==> config.mk <==
export PLATFORM = sky130hd
export DESIGN_NAME = imem_loader_flat
export DESIGN_NICKNAME = d
export VERILOG_FILES = /design/src/rtl/imem_pkg.sv /design/src/rtl/imem_loader_if.sv /design/src/rtl/imem_loader_byte_assembler.sv /design/src/rtl/imem_loader.sv /design/src/flat_wrapper.sv
export SDC_FILE = /design/constraint.sdc
export NUM_CORES = 1
export LEC_CHECK = 0
export CORE_ASPECT_RATIO = 0.8
export CORE_MARGIN = 2
export CORE_UTILIZATION = 45
export DETAILED_ROUTE_END_ITERATION = 10
export GPL_ROUTABILITY_DRIVEN = 0
export PLACE_DENSITY = 0.71
export SETUP_SLACK_MARGIN = 0.3
export SLEW_MARGIN = 0
export SYNTH_ARGS = -nofsm -noshare
export SYNTH_HDL_FRONTEND = slang
export SYNTH_HIERARCHICAL = 1
export SYNTH_SLANG_ARGS = --single-unit
==> constraint.sdc <==
create_clock -name clk -period 3.43 [get_ports clk]
set_input_delay 0.686 -clock clk [delete_from_list [all_inputs] [get_ports clk]]
set_output_delay 0.686 -clock clk [all_outputs]
set_load 0.1 [all_outputs]
==> src/rtl/imem_pkg.sv <==
// Shared constants and types for the instruction-memory loader.
// The instruction memory and decoder use the same NOP/END encodings.
package imem_pkg;

    localparam logic [31:0] NOP_WORD   = 32'hF800_0000;
    localparam logic [31:0] END_WORD   = 32'hFFFF_FFFF;
    localparam logic [4:0]  OPCODE_NOP = 5'b11111;

    typedef enum logic [1:0] {
        IDLE = 2'd0,
        LOAD = 2'd1,
        FILL = 2'd2,
        DONE = 2'd3
    } loader_state_t;

    // True when a word is the image terminator.
    function automatic logic is_end_word(input logic [31:0] w);
        return w == END_WORD;
    endfunction

endpackage

==> src/rtl/imem_loader_if.sv <==
// Byte-stream input and instruction-memory write port of the loader.
// master = byte source / memory side, slave = loader side.
interface imem_loader_if #(
    parameter int AW = 5
);
    logic          in_valid;
    logic [7:0]    in_data;
    logic          in_ready;
    logic          wr_en;
    logic [AW-1:0] wr_addr;
    logic [31:0]   wr_data;

    modport master (
        output in_valid,
        output in_data,
        input  in_ready,
        input  wr_en,
        input  wr_addr,
        input  wr_data
    );

    modport slave (
        input  in_valid,
        input  in_data,
        output in_ready,
        output wr_en,
        output wr_addr,
        output wr_data
    );
endinterface

==> src/rtl/imem_loader_byte_assembler.sv <==
// Collects big-endian bytes into 32-bit words. The fourth byte is not
// stored: the word is presented combinationally together with a one-cycle
// word_valid pulse on the handshake that completes it.
module byte_assembler
    import imem_pkg::*;
(
    input  logic        clk,
    input  logic        rst,
    input  logic        clear,
    input  logic        hs,
    input  logic [7:0]  in_byte,
    output logic [31:0] word,
    output logic        word_valid
);

    logic [1:0]  bc_q, bc_d;
    logic [23:0] shift_q, shift_d;
    logic [23:0] shifted;

    // Byte lanes of the shift register after accepting one more byte.
    for (genvar gi = 0; gi < 3; gi++) begin : g_lane
        if (gi == 0) begin : g_first
            assign shifted[7:0] = in_byte;
        end else begin : g_next
            assign shifted[8*gi +: 8] = shift_q[8*(gi-1) +: 8];
        end
    end

    assign word       = {shift_q, in_byte};
    assign word_valid = hs & (bc_q == 2'd3);

    // Next byte count / shift contents; clear wins over a handshake.
    always_comb begin
        bc_d    = bc_q;
        shift_d = shift_q;
        if (clear) begin
            bc_d    = 2'd0;
            shift_d = 24'd0;
        end else if (hs) begin
            bc_d    = bc_q + 2'd1;
            shift_d = shifted;
        end
    end

    // Counter and shift register state.
    always_ff @(posedge clk) begin
        if (rst) begin
            bc_q    <= 2'd0;
            shift_q <= 24'd0;
        end else begin
            bc_q    <= bc_d;
            shift_q <= shift_d;
        end
    end

endmodule

==> src/rtl/imem_loader.sv <==
// Program loader: writes a streamed image into instruction memory from
// address 0, pads the remainder with NOPs and holds the core in stall
// (busy) until the image is complete.
module imem_loader
    import imem_pkg::*;
#(
    parameter int DEPTH = 32,
    parameter int AW    = 5    // DEPTH must not exceed 2**AW
) (
    input  logic          clk,
    input  logic          rst,
    input  logic          start,
    imem_loader_if.slave  bus,
    output logic          busy,
    output logic          done,
    output logic          err,
    output logic [AW:0]   word_count
);

    localparam logic [AW-1:0] LAST_ADDR = AW'(DEPTH - 1);

    loader_state_t state_q, state_d;
    logic [AW-1:0] addr_q, addr_d;
    logic          wr_en_q, wr_en_d;
    logic [AW-1:0] wr_addr_q, wr_addr_d;
    logic [31:0]   wr_data_q, wr_data_d;
    logic          done_q, done_d;
    logic          err_q, err_d;
    logic [AW:0]   count_q, count_d;
    // Set when the write now being presented is the last one; the next
    // cycle moves to DONE so wr_en is never high in DONE.
    logic          final_q, final_d;

    logic          start_ok;
    logic          hs;
    logic [31:0]   asm_word;
    logic          asm_valid;

    assign start_ok = start & ((state_q == IDLE) | (state_q == DONE));
    assign hs       = bus.in_valid & (state_q == LOAD);

    byte_assembler u_asm (
        .clk        (clk),
        .rst        (rst),
        .clear      (start_ok),
        .hs         (hs),
        .in_byte    (bus.in_data),
        .word       (asm_word),
        .word_valid (asm_valid)
    );

    // Next-state, address and write-register logic.
    // The final write issued from LOAD (END at the last address, or an
    // overflow) parks in FILL with final set: in_ready drops immediately
    // and DONE follows once the write has been presented.
    always_comb begin
        state_d   = state_q;
        addr_d    = addr_q;
        wr_en_d   = 1'b0;
        wr_addr_d = wr_addr_q;
        wr_data_d = wr_data_q;
        done_d    = done_q;
        err_d     = err_q;
        count_d   = count_q;
        final_d   = final_q;
        case (state_q)
            IDLE, DONE: begin
                if (start) begin
                    state_d = LOAD;
                    addr_d  = '0;
                    count_d = '0;
                    err_d   = 1'b0;
                    done_d  = 1'b0;
                    final_d = 1'b0;
                end
            end
            LOAD: begin
                if (asm_valid) begin
                    count_d   = count_q + (AW+1)'(1);
                    wr_en_d   = 1'b1;
                    wr_addr_d = addr_q;
                    if (is_end_word(asm_word)) begin
                        wr_data_d = END_WORD;
                        state_d   = FILL;
                        if (addr_q == LAST_ADDR) begin
                            final_d = 1'b1;
                        end else begin
                            addr_d = addr_q + AW'(1);
                        end
                    end else if (addr_q != LAST_ADDR) begin
                        wr_data_d = asm_word;
                        addr_d    = addr_q + AW'(1);
                    end else begin
                        // No room left for END: force it into the last slot.
                        wr_data_d = END_WORD;
                        err_d     = 1'b1;
                        state_d   = FILL;
                        final_d   = 1'b1;
                    end
                end
            end
            FILL: begin
                if (final_q) begin
                    state_d = DONE;
                    done_d  = 1'b1;
                    final_d = 1'b0;
                end else begin
                    wr_en_d   = 1'b1;
                    wr_addr_d = addr_q;
                    wr_data_d = NOP_WORD;
                    if (addr_q == LAST_ADDR) begin
                        final_d = 1'b1;
                    end else begin
                        addr_d = addr_q + AW'(1);
                    end
                end
            end
            default: begin
                state_d = IDLE;
            end
        endcase
    end

    // Loader state and registered outputs.
    always_ff @(posedge clk) begin
        if (rst) begin
            state_q   <= IDLE;
            addr_q    <= '0;
            wr_en_q   <= 1'b0;
            wr_addr_q <= '0;
            wr_data_q <= 32'd0;
            done_q    <= 1'b0;
            err_q     <= 1'b0;
            count_q   <= '0;
            final_q   <= 1'b0;
        end else begin
            state_q   <= state_d;
            addr_q    <= addr_d;
            wr_en_q   <= wr_en_d;
            wr_addr_q <= wr_addr_d;
            wr_data_q <= wr_data_d;
            done_q    <= done_d;
            err_q     <= err_d;
            count_q   <= count_d;
            final_q   <= final_d;
        end
    end

    assign bus.in_ready = (state_q == LOAD);
    assign bus.wr_en    = wr_en_q;
    assign bus.wr_addr  = wr_addr_q;
    assign bus.wr_data  = wr_data_q;
    assign busy         = (state_q == LOAD) | (state_q == FILL);
    assign done         = done_q;
    assign err          = err_q;
    assign word_count   = count_q;

endmodule

==> src/flat_wrapper.sv <==
// flat-port wrapper written by rule: the top's interface ports become plain ports
module imem_loader_flat import imem_pkg::*;
#(
    parameter int DEPTH = 32,
    parameter int AW    = 5                                  
)
  (clk, rst, start, busy, done, err, word_count, bus_in_valid, bus_in_data, bus_in_ready, bus_wr_en, bus_wr_addr, bus_wr_data);
  imem_loader_if #(.AW(AW)) bus_i ();
  input  logic clk;
  input  logic rst;
  input  logic start;
  output logic busy;
  output logic done;
  output logic err;
  output logic [AW:0] word_count;
  input wire logic [$bits(bus_i.in_valid)-1:0] bus_in_valid;
  input wire logic [$bits(bus_i.in_data)-1:0] bus_in_data;
  output wire logic [$bits(bus_i.in_ready)-1:0] bus_in_ready;
  output wire logic [$bits(bus_i.wr_en)-1:0] bus_wr_en;
  output wire logic [$bits(bus_i.wr_addr)-1:0] bus_wr_addr;
  output wire logic [$bits(bus_i.wr_data)-1:0] bus_wr_data;
  assign bus_i.in_valid = bus_in_valid;
  assign bus_i.in_data = bus_in_data;
  assign bus_in_ready = bus_i.in_ready;
  assign bus_wr_en = bus_i.wr_en;
  assign bus_wr_addr = bus_i.wr_addr;
  assign bus_wr_data = bus_i.wr_data;
  imem_loader #(.DEPTH(DEPTH), .AW(AW)) u_core (.clk(clk), .rst(rst), .start(start), .bus(bus_i), .busy(busy), .done(done), .err(err), .word_count(word_count));
endmodule
==> impl_results.md, run 1 <==
* Run status: completed
* Num CTS Buffers at 9
* Starting Density at between 40% and 50%
* H-tree depth at 3
* Die ar. at about 8700 um^2
* Post-cts hold buffer count at 0
* Detailed Route Iter0 Violations at ~240
* Fmax at a little under 400 MHz
* # rows at 29
* Core area at a little under 8000 um^2
* Share of the synthesized area in the top cell type at 44.6%
* Synth warn at 6
* DPL Wire Length at 6170 um
* Worst setup margin at 0.859 ns
* Crit Path Max Fanout at 20
* Global-route wire length before repair at approximately 14000 um
* Post-route minimum period at about 2.6 ns
* Fraction of layout cells with a size suffix above 1 at approximately 13%
* Cell count after synthesis at roughly 420
* Max cap viols at 0
* Flop pwr share at 37.1%
* Setup WS pre-CTS at roughly 0.54 ns
* Worst-case clock buffer depth at 2
* Final Setup Violations at 0
* Synthesized area at 3590 um^2
* Largest net degree at the start of global routing at 37
* Area Overhead vs Synth at 19.5%
* DRT antenna net count at 0
* Total Routing Usage GR at between 20% and 30%
* Skew final at 0.0106 ns
* Final Max Slew Viols at 0
* Vias at approximately 3.1k
* Final period util at between 70% and 80%
* Ports at 60
* WP data required at around 3.7 ns
* Die width at about 100 um
* Via-to-Cell Ratio at approximately 5.5
* Combinational share of power at 36.2%
* Worst path arrival time at 2.84 ns
* Yosys reg bits at 80
* Diodes inserted at 0
* Drt pass-1 iters at 5
* Synth area leader: dfxtp_1
* Min Hold Slack at approximately 0.45 ns
* Synth cell types at 52
* Final-stage net count at ~480
* Pint at between 0.0015 and 0.002 W
* Clock share of power at a little over a quarter
* CP endpoint kind: register
* Seq/Total Area, Yosys at around 45%
* Antenna violations before repair at 0
* Most common cell after layout, fill and taps aside: dfxtp_1
* Maximum VDD drop at about 660 uV
* Setup CP Type: primary input to register
* Final Non-Filler Cells at approximately 580
* Top_reg_cell synth: dfxtp_1
* Mapped Avg Cell Area at approximately 8.5 um^2
* Mean routed wirelength per cell at between 15 and 20 um
* Dpl cells at 560
* Total wire length at between 8000 and 9000 um
* Post-synth ARST share at 0%
* Grt total ovfl at 0
* Port bufs at 59
* Top cells by area in the synthesized netlist: dfxtp_1, mux2i_1, a21oi_1, nand2_1, nor2_1
* Leakage at approximately 1.5 nW
* Crit path launch type: primary input
* Pwr Density at ~660 nW/um^2
* Worst skew pair latency at approximately 0.35 ns
* Synthesized Nets at 440
* PostCTS Resize Cnt at 0
* TritonCTS clock tree: built
* Fin Setup TNS at 0 ns
* Worst-Margin Slew at a little under 1 ns
* EDFF count, synth at 0
* Clk sink count at 80
* Commonest cells after routing, fill and taps aside: dfxtp_1, nand2_1, a21oi_1
* Vias in the first global route at 2924
* Setup bufs post-CTS at 0
* Sw Ratio at between 40% and 50%
* Final Hold Vio Count at 0
* P_sw at 0.00116 W
* Max-slew headroom at 35.1%
* DRC viols at 0
* Die height at between 80 and 90 um
* RSZ-0062 raised after global routing: no
* R2R setup slack at between 0.9 and 1 ns
* Worst Hold Class: register to register
* CTS root buffer: clkbuf_8
* Clk slew on worst S/H paths at 0.08 ns
## cells in the mapped netlist, drive strengths merged, types with 3 or more instances
cell	count
a21oi	46
a31oi	3
buf	20
clkbuf	16
dfxtp	80
ha	7
inv	11
mux2i	26
nand2	52
nand2b	6
nand3	6
nand4	11
nor2	44
nor2b	4
nor3	14
nor4	3
o21ai	35
xnor2	3
xor2	3
## critical path, stage by stage
cell             delay, ns
clkdlybuf4s50_1       0.51
nand4_1               0.16
or4_1                 0.72
o21ai_4               0.20
buf_4                 0.25
o21ai_0               0.13
a21oi_1               0.18
## flip-flops by register name, summed over array words and instances (netlist names)
register / flops
u_core/addr_q: 5
u_core/bus.wr_en: 1
u_core/u_asm/bc_q: 2
u_core/bus.wr_data: 32
u_core/bus.wr_addr: 5
u_core/u_asm/shift_q: 24
u_core/done: 1
u_core/final_q: 1
u_core/word_count: 6
u_core/err: 1
u_core/state_q: 2
## power by group through the flow
stage	Combinational [W]	Clock [W]	Sequential, W
3_3_place_gp	0.00100	0	0.00107
6_report	0.00102	0.000751	0.00105
2_1_floorplan	0.000628	0	0.00127
5_1_grt	0.00110	0.000802	0.00106
4_1_cts	0.00102	0.000768	0.00105
3_5_place_dp	0.00101	0	0.00107
## stage by stage
| step | cell area (um^2) | total power [W] | util, % |
|---|---|---|---|
| floorplan | 3610 | 0.00190 | - |
| global placement | 4090 | 0.00207 | 52.2 |
| detailed placement | 4090 | 0.00208 | 52.2 |
| CTS | 4300 | 0.00283 | 54.8 |
| global route | 4300 | 0.00296 | 54.8 |
| finish | 4300 | 0.00282 | 54.8 |
## worst paths after layout
path | from | end | depth (start not counted)
max | bus_in_data[7] | u_core/bus.wr_data[1]$_SDFFE_PP0P_ | 7
min | u_core/bus.wr_data[16]$_SDFFE_PP0P_ | u_core/bus.wr_data[16]$_SDFFE_PP0P_ | 2
min reg2reg | u_core/bus.wr_data[16]$_SDFFE_PP0P_ | u_core/bus.wr_data[16]$_SDFFE_PP0P_ | 2
max reg2reg | u_core/state_q[1]$_SDFFE_PP0P_ | u_core/bus.wr_data[18]$_SDFFE_PP0P_ | 10
## cells by family (layout without fill, tap and decap cells)
logic type | Yosys count | after routing | share of synthesized area, %
and+or+nand+nor | 151 | 151 | 19.5
AOI/OAI and AO/OA | 103 | 103 | 16.9
DFF | 80 | 80 | 44.6
buffers and inverters | 47 | 93 | 7.59
muxes | 27 | 27 | 7.55
adders and majority gates | 7 | 7 | 2.44
xor gates and xnor gates | 6 | 6 | 1.46
## area by class of cell
cell class | count | area [um^2]
clock buffer | 10 | 128
clock inverter | 5 | 81.3
fill | 748 | 3540
inverter | 11 | 41.3
multi-input combinational | 294 | 1740
sequential | 80 | 1600
tap | 108 | 135
timing repair buffer | 67 | 573
## routing by layer
metal  wire length [um]  up-vias  track usage (%)
met1               4320     1482             29.3
met4                 92        0             7.25
met3                638        7             4.76
li1                   -     1530                -
met5                  0        -                0
met2               3750      127             30.4
Note: power is estimated with default switching activity, not from simulation.
==> run 2: changes to the inputs <==
--- a/config.mk
+++ b/config.mk
@@ -10,7 +10,7 @@
 export CORE_UTILIZATION = 45
 export DETAILED_ROUTE_END_ITERATION = 10
 export GPL_ROUTABILITY_DRIVEN = 0
-export PLACE_DENSITY = 0.71
+export PLACE_DENSITY = 0.74
 export SETUP_SLACK_MARGIN = 0.3
 export SLEW_MARGIN = 0
 export SYNTH_ARGS = -nofsm -noshare
==> constraint.sdc (replaced) <==
create_clock -name clk -period 2.2 [get_ports clk]
set_input_delay 0.44 -clock clk [delete_from_list [all_inputs] [get_ports clk]]
set_output_delay 0.44 -clock clk [all_outputs]
set_load 0.1 [all_outputs]
==> run 2 against run 1 <==
  * Via count up 12%
  * First-iteration DRC count up 7.1%
  * Final cell count is 9.4% higher
  * Hold slack better by 0.0049 ns
  * Final area up 17%
  * Clock power up 44%
  * Combinational power up 110%
  * Critical path type is now register to register
  * Wire length up 22%
  * Critical endpoint is now u_core/bus.wr_data[13]$_SDFFE_PP0P_
  * Setup slack lost 0.66 ns
  * Highest routed layer unchanged
  * Sequential power grew 55%
==> impl_results.md, run 2 (synthesis results as in run 1) <==
* Total Routing Usage GR at roughly 22%
* Run status: completed
* Worst path arrival time at 2.27 ns
* WHS Path Cells at 2
* Vias at 3513
* Largest net degree at the start of global routing at 50
* Fmax at between 500 and 600 MHz
* R2R setup slack at between 0.2 and 0.25 ns
* Port bufs at slightly below 60
* RSZ-0062 raised after global routing: yes
* Die height at approximately 84 um
* Detail Route met2 WL at ~5100 um
* Reg2reg start: u_core/u_asm/shift_q[11]$_SDFFE_PP0P_
* Setup CP Type: register to register
* Crit Path Max Fanout at 7
* Reg-to-Reg End: u_core/bus.wr_data[13]$_SDFFE_PP0P_
* Global-route wire length before repair at between 15000 and 20000 um
* Detailed Route Iter0 Violations at 255
* Via-to-Cell Ratio at 5.59
* Diodes inserted at 0
* H-tree depth at 3
* Post-cts hold buffer count at 0
* Post-route minimum period at roughly 2.0 ns
* Worst-Margin Slew at 0.538 ns
* Max cap viols at 0
* WP data required at approximately 2.5 ns
* DRC viols at 0
* Ports at 60
* Total wire length at between 10000 and 15000 um
* Fraction of layout cells with a size suffix above 1 at 36.7%
* Vias in the first global route at 3084
* Worst-case clock buffer depth at 2
* Crit path launch type: register
* CP endpoint kind: register
* Max-slew headroom at 64.0%
* Setup WS pre-CTS at -0.371 ns
* Max Used Layer: met4
* CTS root buffer: clkbuf_8
* Met3 WL at 753 um
* Grt total ovfl at 0
* DPL Wire Length at 6550 um
* Clk sink count at 80
* Worst Hold Class: register to register
* Starting Density at 45.9%
* DRT antenna net count at 0
* Core area at slightly below 8000 um^2
* Mean routed wirelength per cell at roughly 17 um
* Area Overhead vs Synth at 40.2%
* Pwr Density at between 900 and 1000 nW/um^2
* Num CTS Buffers at 9
* Drt pass-1 iters at 5
* Most common cell after layout, fill and taps aside: buf_4
* Commonest cells after routing, fill and taps aside: buf_4, dfxtp_1, nand2_1
* Die width at around 100 um
* Cells on worst reg2reg path at 8
* Max reg flops at 32
* Final-stage net count at 536
* Leakage at around 1.9 nW
* Final Max Slew Viols at 0
* Clk slew on worst S/H paths at approximately 0.09 ns
* TritonCTS clock tree: built
* Worst skew pair latency at 0.36 ns
* Final period util at about 91%
* Worst setup margin at roughly 0.20 ns
* Antenna violations before repair at 0
* WHS Endpoint: u_core/bus.wr_data[26]$_SDFFE_PP0P_
* Skew final at approximately 0.012 ns
* Metal-1 WL at roughly 4800 um
* Fin Setup TNS at 0 ns
* Final Setup Violations at 0
* Hold Path Origin: u_core/bus.wr_data[26]$_SDFFE_PP0P_
* Die ar. at ~8700 um^2
* # rows at 29
* Final Hold Vio Count at 0
* Maximum VDD drop at ~910 uV
==> run 2: area by class of cell <==
| cell class | instances | area (um^2) |
|---|---|---|
| Timing Repair Buffer | 121 | 1100 |
| Fill cell | 678 | 2800 |
| Inverter | 11 | 41.3 |
| Clock buffer | 9 | 124 |
| Tap cell | 108 | 135 |
| Multi-Input combinational cell | 294 | 1930 |
| Sequential cell | 80 | 1640 |
| Clock inverter | 6 | 68.8 |
==> run 2: per-stage QoR <==
step                      util (%)  instance area (um^2)  hold WS (ns)  power (W)  cells
after global routing          64.3                  5040         0.476    0.00504    629
after CTS                     60.2                  4720         0.458    0.00459    616
after floorplan                  -                  3730         0.462    0.00315    421
after global placement        55.6                  4360         0.441    0.00345    585
after detailed placement      55.6                  4360         0.446    0.00347    585
final                         64.3                  5040         0.458    0.00486    629
==> run 2: layer usage <==
layer	GRT usage (%)	vias up
li1	-	1649
met1	31.4	1680
met3	5.78	18
met5	0	-
met4	4.91	0
met2	34.9	166
==> run 2: where the power goes <==
| group | leakage (nW) | switching, W | internal (W) |
|---|---|---|---|
| sequential | 0.659 | 0.0000816 | 0.00155 |
| clock | 0.0957 | 0.000558 | 0.000524 |
| combinational | 1.14 | 0.00139 | 0.000751 |
| total | 1.90 | 0.00203 | 0.00282 |
==> run 2: worst max path at each step <==
stage	from	to	slack (ns)
final	u_core/u_asm/shift_q[11]$_SDFFE_PP0P_	u_core/bus.wr_data[13]$_SDFFE_PP0P_	0.20
after global routing	u_core/u_asm/shift_q[11]$_SDFFE_PP0P_	u_core/bus.wr_data[13]$_SDFFE_PP0P_	0.11
after CTS	u_core/u_asm/shift_q[11]$_SDFFE_PP0P_	u_core/addr_q[3]$_SDFFE_PP0P_	0.25
after detailed placement	bus_in_data[0]	u_core/addr_q[3]$_SDFFE_PP0P_	-0.37
after global placement	bus_in_data[0]	u_core/addr_q[3]$_SDFFE_PP0P_	-0.37
after floorplan	u_core/state_q[1]$_SDFFE_PP0P_	u_core/state_q[1]$_SDFFE_PP0P_	-0.22
==> run 2: critical path: stages (launching register included) <==
cell     delay [ns]
dfxtp_4        0.36
nand4_1        0.13
or4_4          0.56
buf_6          0.15
o21ai_4        0.14
buf_12         0.15
buf_12         0.11
o21ai_0        0.09
a21oi_1        0.21
==> run 2: repair_timing <==
action | 4_1_cts | 5_1_grt
buffers inserted | 16 | 9
resized for setup | 33 | 44
cloned | 0 | 4
pin swaps | 11 | 35
setup endpoints to repair | 41 | 46
==> run 3: changes to the inputs <==
--- a/config.mk
+++ b/config.mk
@@ -7,10 +7,10 @@
 export LEC_CHECK = 0
 export CORE_ASPECT_RATIO = 0.8
 export CORE_MARGIN = 2
-export CORE_UTILIZATION = 45
+export CORE_UTILIZATION = 48
 export DETAILED_ROUTE_END_ITERATION = 10
 export GPL_ROUTABILITY_DRIVEN = 0
-export PLACE_DENSITY = 0.74
+export PLACE_DENSITY = 0.78
 export SETUP_SLACK_MARGIN = 0.3
 export SLEW_MARGIN = 0
 export SYNTH_ARGS = -nofsm -noshare
==> run 3 against run 2 <==
  * Core utilization up 4.3 points
  * Clock-buffer cell count increased by 3
  * Wire length up 2.7%
  * Die area shrank 6.0%
  * Combinational power is 4% higher
  * Sequential share of layout area increased by 0.11 points
  * Final cell count down 4.1%
  * Non-clock buffer count down 9
  * Fmax down 0.66%
  * Largest cell class unchanged
  * Highest routed layer unchanged
==> impl_results.md, run 3 (synthesis results as in run 1) <==
* Post-route minimum period at between 2 and 2.5 ns
* Global-route wire length before repair at around 15000 um
* Area Overhead vs Synth at 39.7%
* CP Cell Sequence: nand4_1 > or4_4 > buf_6 > o211ai_4 > nor3b_4 > a32o_2
* Num CTS Buffers at 9
* RSZ-0062 raised after global routing: yes
* Fmax at 498 MHz
* Fin Setup TNS at 0 ns
* Clk sink count at 80
* Die ar. at between 8000 and 9000 um^2
* Drt pass-1 iters at 7
* Diodes inserted at 0
* Fraction of layout cells with a size suffix above 1 at between 30% and 40%
* Detailed Route Iter0 Violations at approximately 400
* Final period util at ~91%
* Cells on worst reg2reg path at 6
* Final Hold Vio Count at 0
* Clk slew on worst S/H paths at 0.07 ns
* Die width at between 100 and 150 um
* Leakage at about 1.9 nW
* Worst path arrival time at between 2 and 2.5 ns
* Worst Hold Class: register to register
* Worst-case clock buffer depth at 2
* WP depth at 6
* CTS root buffer: clkbuf_8
* TritonCTS clock tree: built
* Port bufs at a little under 60
* Mean routed wirelength per cell at 18.3 um
* Dpl cell area at roughly 4300 um^2
* H-tree depth at 3
* Largest net degree at the start of global routing at 50
* Slowest cell delay on critical path at around 0.54 ns
* PnR Total Power at 0.00509 W
* Vias in the first global route at 3012
* Worst-Margin Slew at between 0.4 and 0.5 ns
* Crit Path Max Fanout at 7
* Maximum VDD drop at between 1000 and 1500 uV
* R2R setup slack at approximately 0.19 ns
* DRT antenna net count at 0
* Max cap viols at 0
* Commonest cells after routing, fill and taps aside: buf_4, dfxtp_1, nand2_1
* WHS Path Cells at 2
* Most common cell after layout, fill and taps aside: buf_4
* WP data required at about 2.5 ns
* Setup CP Type: register to register
* Ports at 60
* Min Hold Slack at 0.458 ns
* Design Area, Final at ~5000 um^2
* Crit path launch type: register
* Critical-path top delay cell: or4_4
* Vias at approximately 3.6k
* Starting Density at about half
* # rows at 28
* Grt total ovfl at 0
* Run status: completed
* Total Routing Usage GR at between 20% and 30%
* CP endpoint kind: register
* Pwr Density at 1010 nW/um^2
* Skew final at 0.0133 ns
* Final Max Slew Viols at 0
* Max-slew headroom at about two thirds
* Antenna violations before repair at 0
* Die height at a little over 80 um
* Core area at 7320 um^2
* Worst skew pair latency at 0.36 ns
* Max reg flops at 32
* DRC viols at 0
* Total wire length at approximately 11000 um
* Crit path buffers/inverters at 1
* Post-layout util at around two thirds
* CP delay by family, top: simple AND/OR/NAND/NOR gates
* Final Setup Violations at 0
* Final-stage net count at approximately 530
* Via-to-Cell Ratio at ~5.9
* DPL Wire Length at between 6000 and 7000 um
-- run 3: changes by cell type in the layout (fill, tap and decap cells not counted), moves of 2 or more --
cell,before,now
o21ai_0,21,17
nor3_4,4,2
buf_6,3,8
clkdlybuf4s15_1,0,2
dfxtp_1,56,58
clkbuf_1,0,2
dlygate4sd2_1,8,6
buf_4,95,80
nor3_1,4,6
dfxtp_2,22,19
o21ai_2,1,4
-- run 3: layout make-up --
cell class,count,area [um^2]
clock buffers,12,145
clock inverters,4,77.6
fillers,530,2300
inverters,11,45.0
multi-input cells,294,1940
flip-flops and latches,80,1640
well taps,90,113
repair buffers,112,1070
-- run 3: power breakdown --
part / leakage (nW) / internal (W) / switching, W / total, W
Combinational: 1.11 / 0.000816 / 0.00142 / 0.00223
Clock: 0.111 / 0.000675 / 0.000539 / 0.00121
Sequential: 0.658 / 0.00155 / 0.0000900 / 0.00164
-- run 3: path summary, 6_finish.rpt --
path	startpoint	end
setup / recovery	u_core/u_asm/shift_q[22]$_SDFFE_PP0P_	u_core/addr_q[3]$_SDFFE_PP0P_
hold / removal	u_core/bus.wr_addr[2]$_SDFFE_PP0P_	u_core/bus.wr_addr[2]$_SDFFE_PP0P_
setup reg to reg	u_core/u_asm/shift_q[22]$_SDFFE_PP0P_	u_core/addr_q[3]$_SDFFE_PP0P_
hold reg to reg	u_core/bus.wr_addr[2]$_SDFFE_PP0P_	u_core/bus.wr_addr[2]$_SDFFE_PP0P_
-- run 3: per-layer routing --
layer | vias to the layer above | global-route usage [%] | wire, um
met3 | 32 | 6.80 | 900
met5 | - | 0 | 0
met1 | 1709 | 31.8 | 4700
met2 | 203 | 35.8 | 5220
li1 | 1636 | - | -
met4 | 0 | 8.22 | 234
-- run 3: worst min-delay path, delay by kind of cell, from the launching register on --
family | cells | cell delay [ns]
simple gates | 1 | 0.05
flops | 1 | 0.31
compound gates | 1 | 0.05
-- run 3: through the flow --
step | setup WS (ns) | std cells
after floorplan | -0.223 | 421
after global routing | 0.107 | 603
after global placement | -0.316 | 561
after detailed placement | -0.355 | 561
after CTS | 0.283 | 584
final | 0.191 | 603
-- run 3: repair_timing --
action / 4_1_cts / 5_1_grt
hold buffers: 0 / 0
gates resized for setup: 35 / 56
pin swaps: 8 / 40
endpoints found under the setup margin: 41 / 44
setup buffers: 7 / 13
gates cloned: 0 / 6
